`src/rtl/decode_execute_stage.sv`:
```
// Decode-to-execute pipeline register with valid/ready handshake, optional skid entry,
// flush/halt control and saturating bubble/backpressure performance counters.
module decode_execute_stage #(
    parameter int NUM_OPS = 2,
    parameter int OP_W    = 32,
    parameter int RD_W    = 5,
    parameter int ALUOP_W = 5,
    parameter int SKID_EN = 1,
    parameter int CNT_W   = 16
) (
    input  logic                    clk,
    input  logic                    reset,
    input  logic                    flush,
    input  logic                    halted,
    input  logic                    in_valid,
    output logic                    in_ready,
    input  logic [NUM_OPS*OP_W-1:0] operands_in,
    input  logic [RD_W-1:0]         rd_in,
    input  logic [ALUOP_W-1:0]      alu_op_in,
    output logic                    out_valid,
    input  logic                    out_ready,
    output logic [NUM_OPS*OP_W-1:0] operands_out,
    output logic [RD_W-1:0]         rd_out,
    output logic [ALUOP_W-1:0]      alu_op_out,
    output logic [CNT_W-1:0]        bubble_cnt,
    output logic [CNT_W-1:0]        backpressure_cnt
);

    localparam int OPS_W = NUM_OPS * OP_W;

    typedef enum logic [1:0] {
        ST_EMPTY = 2'd0,
        ST_FULL  = 2'd1,
        ST_SKID  = 2'd2
    } state_t;

    state_t               state_q, state_d;
    logic [OPS_W-1:0]     m_ops_q, m_ops_d;
    logic [RD_W-1:0]      m_rd_q, m_rd_d;
    logic [ALUOP_W-1:0]   m_alu_q, m_alu_d;
    logic [OPS_W-1:0]     s_ops_q, s_ops_d;
    logic [RD_W-1:0]      s_rd_q, s_rd_d;
    logic [ALUOP_W-1:0]   s_alu_q, s_alu_d;
    logic [CNT_W-1:0]     bubble_q, bubble_d;
    logic [CNT_W-1:0]     bp_q, bp_d;

    logic normal;
    logic m_valid;
    logic s_valid;
    logic in_xfer;
    logic out_xfer;

    function automatic logic [CNT_W-1:0] sat_inc(input logic [CNT_W-1:0] v);
        return (&v) ? v : v + CNT_W'(1);
    endfunction

    assign normal   = !flush && !halted;
    assign m_valid  = (state_q != ST_EMPTY);
    assign s_valid  = (state_q == ST_SKID);
    assign out_valid = m_valid && normal;

    // With the skid entry, in_ready depends only on registered state.
    always_comb begin
        in_ready = 1'b0;
        if (normal) begin
            if (SKID_EN != 0) begin
                in_ready = !s_valid;
            end else begin
                in_ready = !m_valid || out_ready;
            end
        end
    end

    assign in_xfer  = in_valid && in_ready;
    assign out_xfer = out_valid && out_ready;

    always_comb begin
        state_d  = state_q;
        m_ops_d  = m_ops_q;
        m_rd_d   = m_rd_q;
        m_alu_d  = m_alu_q;
        s_ops_d  = s_ops_q;
        s_rd_d   = s_rd_q;
        s_alu_d  = s_alu_q;
        bubble_d = bubble_q;
        bp_d     = bp_q;

        if (flush) begin
            state_d = ST_EMPTY;
            m_ops_d = '0;
            m_rd_d  = '0;
            m_alu_d = '0;
            s_ops_d = '0;
            s_rd_d  = '0;
            s_alu_d = '0;
        end else if (!halted) begin
            if (!m_valid) begin
                bubble_d = sat_inc(bubble_q);
            end
            if (out_valid && !out_ready) begin
                bp_d = sat_inc(bp_q);
            end

            case (state_q)
                ST_EMPTY: begin
                    if (in_xfer) begin
                        state_d = ST_FULL;
                        m_ops_d = operands_in;
                        m_rd_d  = rd_in;
                        m_alu_d = alu_op_in;
                    end
                end
                ST_FULL: begin
                    if (in_xfer && out_xfer) begin
                        m_ops_d = operands_in;
                        m_rd_d  = rd_in;
                        m_alu_d = alu_op_in;
                    end else if (out_xfer) begin
                        // An emptied main entry must read as the all-zero bubble.
                        state_d = ST_EMPTY;
                        m_ops_d = '0;
                        m_rd_d  = '0;
                        m_alu_d = '0;
                    end else if (in_xfer && (SKID_EN != 0)) begin
                        state_d = ST_SKID;
                        s_ops_d = operands_in;
                        s_rd_d  = rd_in;
                        s_alu_d = alu_op_in;
                    end
                end
                ST_SKID: begin
                    if (out_xfer) begin
                        state_d = ST_FULL;
                        m_ops_d = s_ops_q;
                        m_rd_d  = s_rd_q;
                        m_alu_d = s_alu_q;
                        s_ops_d = '0;
                        s_rd_d  = '0;
                        s_alu_d = '0;
                    end
                end
                default: begin
                    state_d = ST_EMPTY;
                end
            endcase
        end
    end

    always_ff @(posedge clk) begin
        if (reset) begin
            state_q  <= ST_EMPTY;
            m_ops_q  <= '0;
            m_rd_q   <= '0;
            m_alu_q  <= '0;
            s_ops_q  <= '0;
            s_rd_q   <= '0;
            s_alu_q  <= '0;
            bubble_q <= '0;
            bp_q     <= '0;
        end else begin
            state_q  <= state_d;
            m_ops_q  <= m_ops_d;
            m_rd_q   <= m_rd_d;
            m_alu_q  <= m_alu_d;
            s_ops_q  <= s_ops_d;
            s_rd_q   <= s_rd_d;
            s_alu_q  <= s_alu_d;
            bubble_q <= bubble_d;
            bp_q     <= bp_d;
        end
    end

    assign operands_out     = m_ops_q;
    assign rd_out           = m_rd_q;
    assign alu_op_out       = m_alu_q;
    assign bubble_cnt       = bubble_q;
    assign backpressure_cnt = bp_q;

endmodule

```
`config.mk`:
```
export PLATFORM = sky130hd
export DESIGN_NAME = decode_execute_stage
export DESIGN_NICKNAME = d
export VERILOG_FILES = /design/src/rtl/decode_execute_stage.sv
export SDC_FILE = /design/constraint.sdc
export NUM_CORES = 1
export LEC_CHECK = 0
export BUFFER_PORTS_ARGS = -buffer_cell sky130_fd_sc_hd__buf_2
export CORE_ASPECT_RATIO = 1.75
export CORE_MARGIN = 1
export CORE_UTILIZATION = 40
export DETAILED_ROUTE_END_ITERATION = 6
export PLACE_DENSITY_LB_ADDON = 0.05
export SYNTH_ARGS = -nofsm -noshare
export SYNTH_HDL_FRONTEND = slang
export SYNTH_SLANG_ARGS = --single-unit
```
`constraint.sdc`:
```
create_clock -name clk -period 2.5 [get_ports clk]
set_input_delay 0.125 -clock clk [delete_from_list [all_inputs] [get_ports clk]]
set_output_delay 0.125 -clock clk [all_outputs]
set_load 0.01 [all_outputs]
```
# After elaboration in Yosys (flattened, before gate mapping)
# Cells that the tools add are included.
word_totals:
  inputBits: 80
  regBits: 182
  out_inout_bits: 108
  elab_cells: 77
op_classes:
  n_mux: 30
  n_eq_ne: 9
  reduce_logical: 22
  n_bitwise: 5
  add_sub_neg: 2
ops:
  columns: ["op", "count"]
  rows:
  - ["$mux W64", 6]
  - ["$pmux W64 S3", 1]
  - ["$pmux W64 S2", 1]
  - ["$mux W5", 11]
  - ["$add A16 B1 Y16 const B", 2]
  - ["$reduce_and A16 Y1", 2]
  - ["$pmux W5 S3", 2]
  - ["$pmux W5 S2", 2]
  - ["$mux W2", 5]
  - ["$reduce_and A5 Y1", 2]
  - ["$ne A2 B2 Y1 const B", 4]
  - ["$reduce_and A4 Y1", 2]
  - ["$logic_and A1 B1 Y1", 6]
  - ["$ne A3 B3 Y1 const B", 2]
  - ["$pmux W2 S3", 1]
  - ["$reduce_and A6 Y1", 1]
  - ["$not A1 Y1", 5]
  - ["$logic_not A1 Y1", 4]
  - ["$reduce_bool A2 Y1", 2]
  - ["$reduce_bool A3 Y1", 1]
  - ["$eq A2 B1 Y1 const B", 1]
  - ["$eq A2 B2 Y1 const B", 1]
  - ["$logic_not A2 Y1", 1]
  - ["$ne A2 B1 Y1 const B", 1]
  - ["other kinds (2)", 2]

# Longest topological paths before layout
depth:
  ltp_word: 8
  mapped_depth: 11
  ltp_nobuf: 7

# Worst setup path after synthesis
# OpenSTA, ideal clock, no wires.
synth_timing:
  path_kind: "register -> register"
  startpoint: "register state_q[0]"
  endpoint: "register m_alu_q[3] (netlist: alu_op_out[3])"
  path_buffers: 3
  t_arrival_ns: 2.069
  setup_ns: 0.132
  stages_incl_launch_ff: 11
  period_less_slack_ns: 2.201
  path_slack_ns: 0.299
  t_required_ns: 2.368
  cell_sequence: "dfxtp_1 -> inv_1 -> ha_1 -> clkbuf_1 -> nor4b_1 -> nor2b_1 -> o32ai_1 -> clkbuf_1 -> clkbuf_1 -> a221oi_1 -> nor3_1"
synth_via:
  elab_chain_cells: 7
  word_cells_on_any_way: 17
  cone_classes: "eq/ne (5); mux (3); reduce/logical (9)"
synth_lines:
  columns: ["element", "line_no", "source"]
  rows:
  - ["from (decl)", "37", "state_t state_q, state_d;"]
  - ["from (signal assigned)", "161", "state_q <= state_d;"]
  - ["$eq A2 B2 Y1", "59, 104", null]
  - ["$logic_not A1 Y1", "67", "in_ready = !s_valid;"]
  - ["$mux W1", "65", "if (normal) begin"]
  - ["$logic_and A1 B1 Y1", "74", "assign in_xfer = in_valid && in_ready;"]
  - ["$logic_and A1 B1 Y1", "114", "if (in_xfer && out_xfer) begin"]
  - ["$ne A3 B3 Y1 (no line) / $mux W5 (equally long branches)", null, null]
  - ["$reduce_and A5 Y1 (no line) / $pmux W5 S3 (equally long branches)", null, null]
  - ["to (signal assigned)", "164", "m_alu_q <= m_alu_d;"]
  - ["to (decl)", "40", "logic [ALUOP_W-1:0] m_alu_q, m_alu_d;"]
# Parallel ways exist; a longest one is shown, timed or not.
# A chain may end at the register's enable or synchronous reset.

# Final worst setup path
layout_timing:
  startpoint: "register state_q[0]"
  endpoint: "register s_alu_q[4]"
layout_via:
  elab_chain_cells: 7
  word_cells_on_any_way: 16
  cone_classes: "eq/ne (6); mux (2); reduce/logical (8)"
layout_lines:
  columns: ["element", "line_no", "source"]
  rows:
  - ["$eq A2 B2 Y1", "59, 104", null]
  - ["$logic_not A1 Y1", "67", null]
  - ["$mux W1", "65", null]
  - ["$logic_and A1 B1 Y1", "74", null]
  - ["$logic_and A1 B1 Y1", "114", null]
  - ["$ne A2 B2 Y1 (no line)", null, null]
  - ["$reduce_and A6 Y1 (no line)", null, null]
  - ["to (signal assigned)", "167", "s_alu_q <= s_alu_d;"]
  - ["to (decl)", "43", "logic [ALUOP_W-1:0] s_alu_q, s_alu_d;"]
# Parallel ways exist; a longest one is shown, timed or not.

==> run_results.csv <==
group,metric,value,unit
setup_path,delay_contributed_by_the_slowest_stage_of_the_critical_path,0.50,ns
yosys,synth_edf_count,0,
grt,global_route.overflow_total,0,
placed_design,placedCellCount,1243,
yosys,synth.area.mux_share,0.518,%
routing,detailedRoute.firstIterationViolations,373,
setup_path,crit_arrival,2.71,ns
cells_and_area,final_instance_area,9530,µm²
sta,tightestPinTransition,0.648,ns
cells_and_area,final_layout_size_suffix_gt1_share,24.8,%
routing,dr.pass1.iters,5,
die,starting_density,41.2,%
setup_path,cpMaxStageDelayCell,"sky130_fd_sc_hd__or3b_2",
yosys,synth-compound-area-share,15.2,%
yosys,synth.cells.most_frequent,"182 x sky130_fd_sc_hd__dfxtp_1, 108 x sky130_fd_sc_hd__nor2_1, 82 x sky130_fd_sc_hd__nand2_1, 82 x sky130_fd_sc_hd__nor3_1, 76 x sky130_fd_sc_hd__a21oi_1",
setup_path,cpLargestDelayFamily,"simple AND/OR/NAND/NOR gates",
cts,cts_made_buffers,17,
sta,clock_skew,0.00892,ns
placed_design,dp_hpwl,13300,µm
yosys,synth-adder-area-share,0.971,%
power_and_ir_drop,p_sw,1.42,mW
sta,post_layout_worst_setup_margin,0.156,ns
sta,final_setup_viols,0,
placed_design,pre_cts_slack,0.166,ns
yosys,dominant_combinational_cell_family_by_area_after_synthesis,"simple AND/OR/NAND/NOR gates",
yosys,post_synthesis_cell_area,7730,µm²
grt,grt_max_degree,102,
die,fp.coreArea,18700,µm²
power_and_ir_drop,seqPwrFrac,47.6,%
power_and_ir_drop,power.share.clock,45.9,%
routing,drc,0,
yosys,ys_seq_area_share,47.1,%
power_and_ir_drop,leakagePower,3.70,nW
yosys,ys_types,49,
die,floorplan.rows,66,
cts,worst_setup_hold_path_clk_slew,0.07,ns
placed_design,port_buffers,187,
yosys,yosysWarnings,0,
die,floorplan.io_pins,188,
setup_path,timing.critical_path.required,2.87,ns
yosys,area_share_of_and_or_nand_nor_cells_after_synthesis,28.6,%
yosys,postSynthNetCount,965,
sta,slew_headroom,56.8,%
setup_path,critical_path.startpoint_type,"flip-flop",
setup_path,crit_path_end_kind,"flip-flop",
yosys,syn_inst_count,879,
die,die-area,19900,µm²
grt,grt_usage,21.4,%
cts,cts.path.max_buffers,2,
cells_and_area,final_nets,1110,
sta,final_period_minus_worst_setup_slack,2.34,ns
sta,final.setup.tns,0,ns
die,die_x,107,µm
cts,insertion_delay,0.43,ns
placed_design,dpl_cell_area,8900,µm²
power_and_ir_drop,switching_share,22.8,%
routing,viasPerCell,5.44,
sta,final.period_utilization,93.7,%
yosys,post-synth-top-count-cell,"sky130_fd_sc_hd__dfxtp_1",
yosys,async_flop_share,0,%
routing,num_vias,6941,
yosys,avgSynthCellArea,8.80,µm²
power_and_ir_drop,ratio_of_total_power_to_cell_area,652,nW/µm²
power_and_ir_drop,comb_power_share,6.5,%
setup_path,critPathBufInv,3,
cts,htree_num_levels,4,
cells_and_area,diodes,0,
routing,wl_per_cell,16.5,µm
grt,first_pass_grt_wire_length,33400,µm
cts,cts.sink_count,182,
cts,tritoncts,"built",
routing,detail-route-antenna-nets,0,
yosys,netlist_top_cells_area,"sky130_fd_sc_hd__dfxtp_1 47%, sky130_fd_sc_hd__a221oi_1 8.4%, sky130_fd_sc_hd__or3b_1 7.8%",
power_and_ir_drop,post-layout-total-power,6.22,mW
cts,ctsHoldBuffers,0,
sta,fmax,0.427,GHz
grt,number_of_global_route_vias_before_repair,6475,
cells_and_area,p_r_area_growth_vs_syn,23.3,%
routing,route.final.wire_length,21000,µm
cells_and_area,instances_no_fill,1275,
yosys,most_used_dff_post_synth,"sky130_fd_sc_hd__dfxtp_1",
cts,cts_post_setup_buffers_inserted,0,
min_path,min_path_type,"input pin to flip-flop",
placed_design,globalplace.congestion,0.788,
setup_path,crit_path_max_fanout,94,
yosys,synth_area_leader_cell,"sky130_fd_sc_hd__dfxtp_1",
yosys,synth-xor-area-share,2.49,%
sta,grt_setup_unrepaired,"no",
yosys,synth_seq_cells,182,
run,max_cap_violations,0,
setup_path,worstPathCellList,"inv_1 -> ha_1 -> nor4b_4 -> buf_4 -> o21ai_1 -> nand4b_4 -> buf_12 -> or3b_2 -> a21oi_1",
yosys,synthDominantCellAreaShare,47.1,%
grt,initial_antenna_violation_count,0,
die,die_outline_height,186,µm
run_status,outcome,"completed",
cts,cts_resized,0,
sta,drv_slew,0,
power_and_ir_drop,vdd_drop_max,0.443,mV
cts,cts.root.buffer_cell,"sky130_fd_sc_hd__clkbuf_16",
power_and_ir_drop,p_int,4.80,mW
setup_path,criticalPathCategory,"flip-flop to flip-flop",
sta,timing_hold_violations_final,0,
-- cells by family (layout without fill, tap and decap cells) --
group,Yosys count,in the layout
compound gates,171,171
xor+xnor,22,22
fa+ha+maj,6,6
buf+inv,87,245
flops,182,182
mux,4,4
simple gates,407,407
-- cell type report --
type                       count  area [µm²]
fill                        1832        9220
timing repair buffer         209        1210
sequential                   182        3640
inverter                       4        15.0
clock buffer                  20         447
tap                          238         298
clock inverter                12         176
multi-input combinational    610        3740
-- metrics by stage --
stage,utilization (%),hold WS [ns]
after global placement,47.5,0.437
after floorplan,-,0.366
after CTS,50.8,0.0172
after global routing,50.8,0.0159
final,50.8,0.0368
after detailed placement,47.5,0.443
-- flip-flops by register name, summed over array words and instances (netlist names) --
register,cells
operands_out,64
s_ops_q,64
backpressure_cnt,16
bubble_cnt,16
alu_op_out,5
rd_out,5
s_alu_q,5
s_rd_q,5
state_q,2
-- final timing paths --
| check | from | endpoint | slack (ns) | cells after the start |
|---|---|---|---|---|
| max | state_q[0] | s_alu_q[4] | 0.16 | 9 |
| max reg2reg | state_q[0] | s_alu_q[4] | 0.16 | 9 |
| min reg2reg | s_ops_q[13] | s_ops_q[13] | 0.45 | 2 |
| min | operands_in[55] | operands_out[55] | 0.04 | 3 |
-- cell usage in the layout, fill, tap and decap left out, types with 2 or more instances in the layout --
cell	netlist	final
sky130_fd_sc_hd__mux2i_1	4	4
sky130_fd_sc_hd__o21a_1	2	2
sky130_fd_sc_hd__dfxtp_1	182	182
sky130_fd_sc_hd__nor3b_1	2	2
sky130_fd_sc_hd__or3_1	3	3
sky130_fd_sc_hd__o21ai_0	5	5
sky130_fd_sc_hd__bufinv_16	0	4
sky130_fd_sc_hd__inv_1	4	4
sky130_fd_sc_hd__clkinvlp_4	0	2
sky130_fd_sc_hd__nand4_1	15	15
sky130_fd_sc_hd__nor2b_1	2	2
sky130_fd_sc_hd__nand3_1	9	9
sky130_fd_sc_hd__and3_1	10	10
sky130_fd_sc_hd__clkbuf_16	0	17
sky130_fd_sc_hd__xnor2_1	6	6
sky130_fd_sc_hd__clkbuf_1	58	2
sky130_fd_sc_hd__nor3_1	82	82
sky130_fd_sc_hd__buf_4	1	13
sky130_fd_sc_hd__a21oi_1	76	76
sky130_fd_sc_hd__buf_2	10	187
sky130_fd_sc_hd__ha_1	6	5
sky130_fd_sc_hd__nor2_1	108	108
sky130_fd_sc_hd__or3b_2	6	6
sky130_fd_sc_hd__xor2_1	16	16
sky130_fd_sc_hd__o211ai_1	3	3
sky130_fd_sc_hd__clkinv_4	0	2
sky130_fd_sc_hd__and4_1	4	4
sky130_fd_sc_hd__buf_12	0	9
sky130_fd_sc_hd__or3b_1	69	69
sky130_fd_sc_hd__clkinv_2	0	3
sky130_fd_sc_hd__nand2_1	82	81
sky130_fd_sc_hd__a211oi_1	4	4
sky130_fd_sc_hd__a221oi_1	74	74
-- routing by layer --
| metal | up-vias | track usage, % | share of wire [%] |
|---|---|---|---|
| li1 | 3467 | - | - |
| met1 | 3287 | 25.4 | 42 |
| met2 | 167 | 37.6 | 51 |
| met3 | 20 | 5.08 | 5.0 |
| met4 | 0 | 6.96 | 1.4 |
| met5 | - | 0 | 0 |
-- power groups by stage --
stage	Sequential, mW	Combinational [mW]	Clock (mW)
after floorplan	3.04	0.216	0
after global routing	2.96	0.444	3.05
after global placement	3.03	0.405	0
after detailed placement	3.02	0.405	0
after CTS	2.96	0.408	2.92
final	2.96	0.402	2.85
-- tightest hold or removal path: cells and delay by family --
family                 cells  cell delay, ns
buffers and inverters      1            0.08
AND/OR/NAND/NOR            1            0.15
AO/OA/AOI/OAI              1            0.06
(Power assumes the default switching activity.)
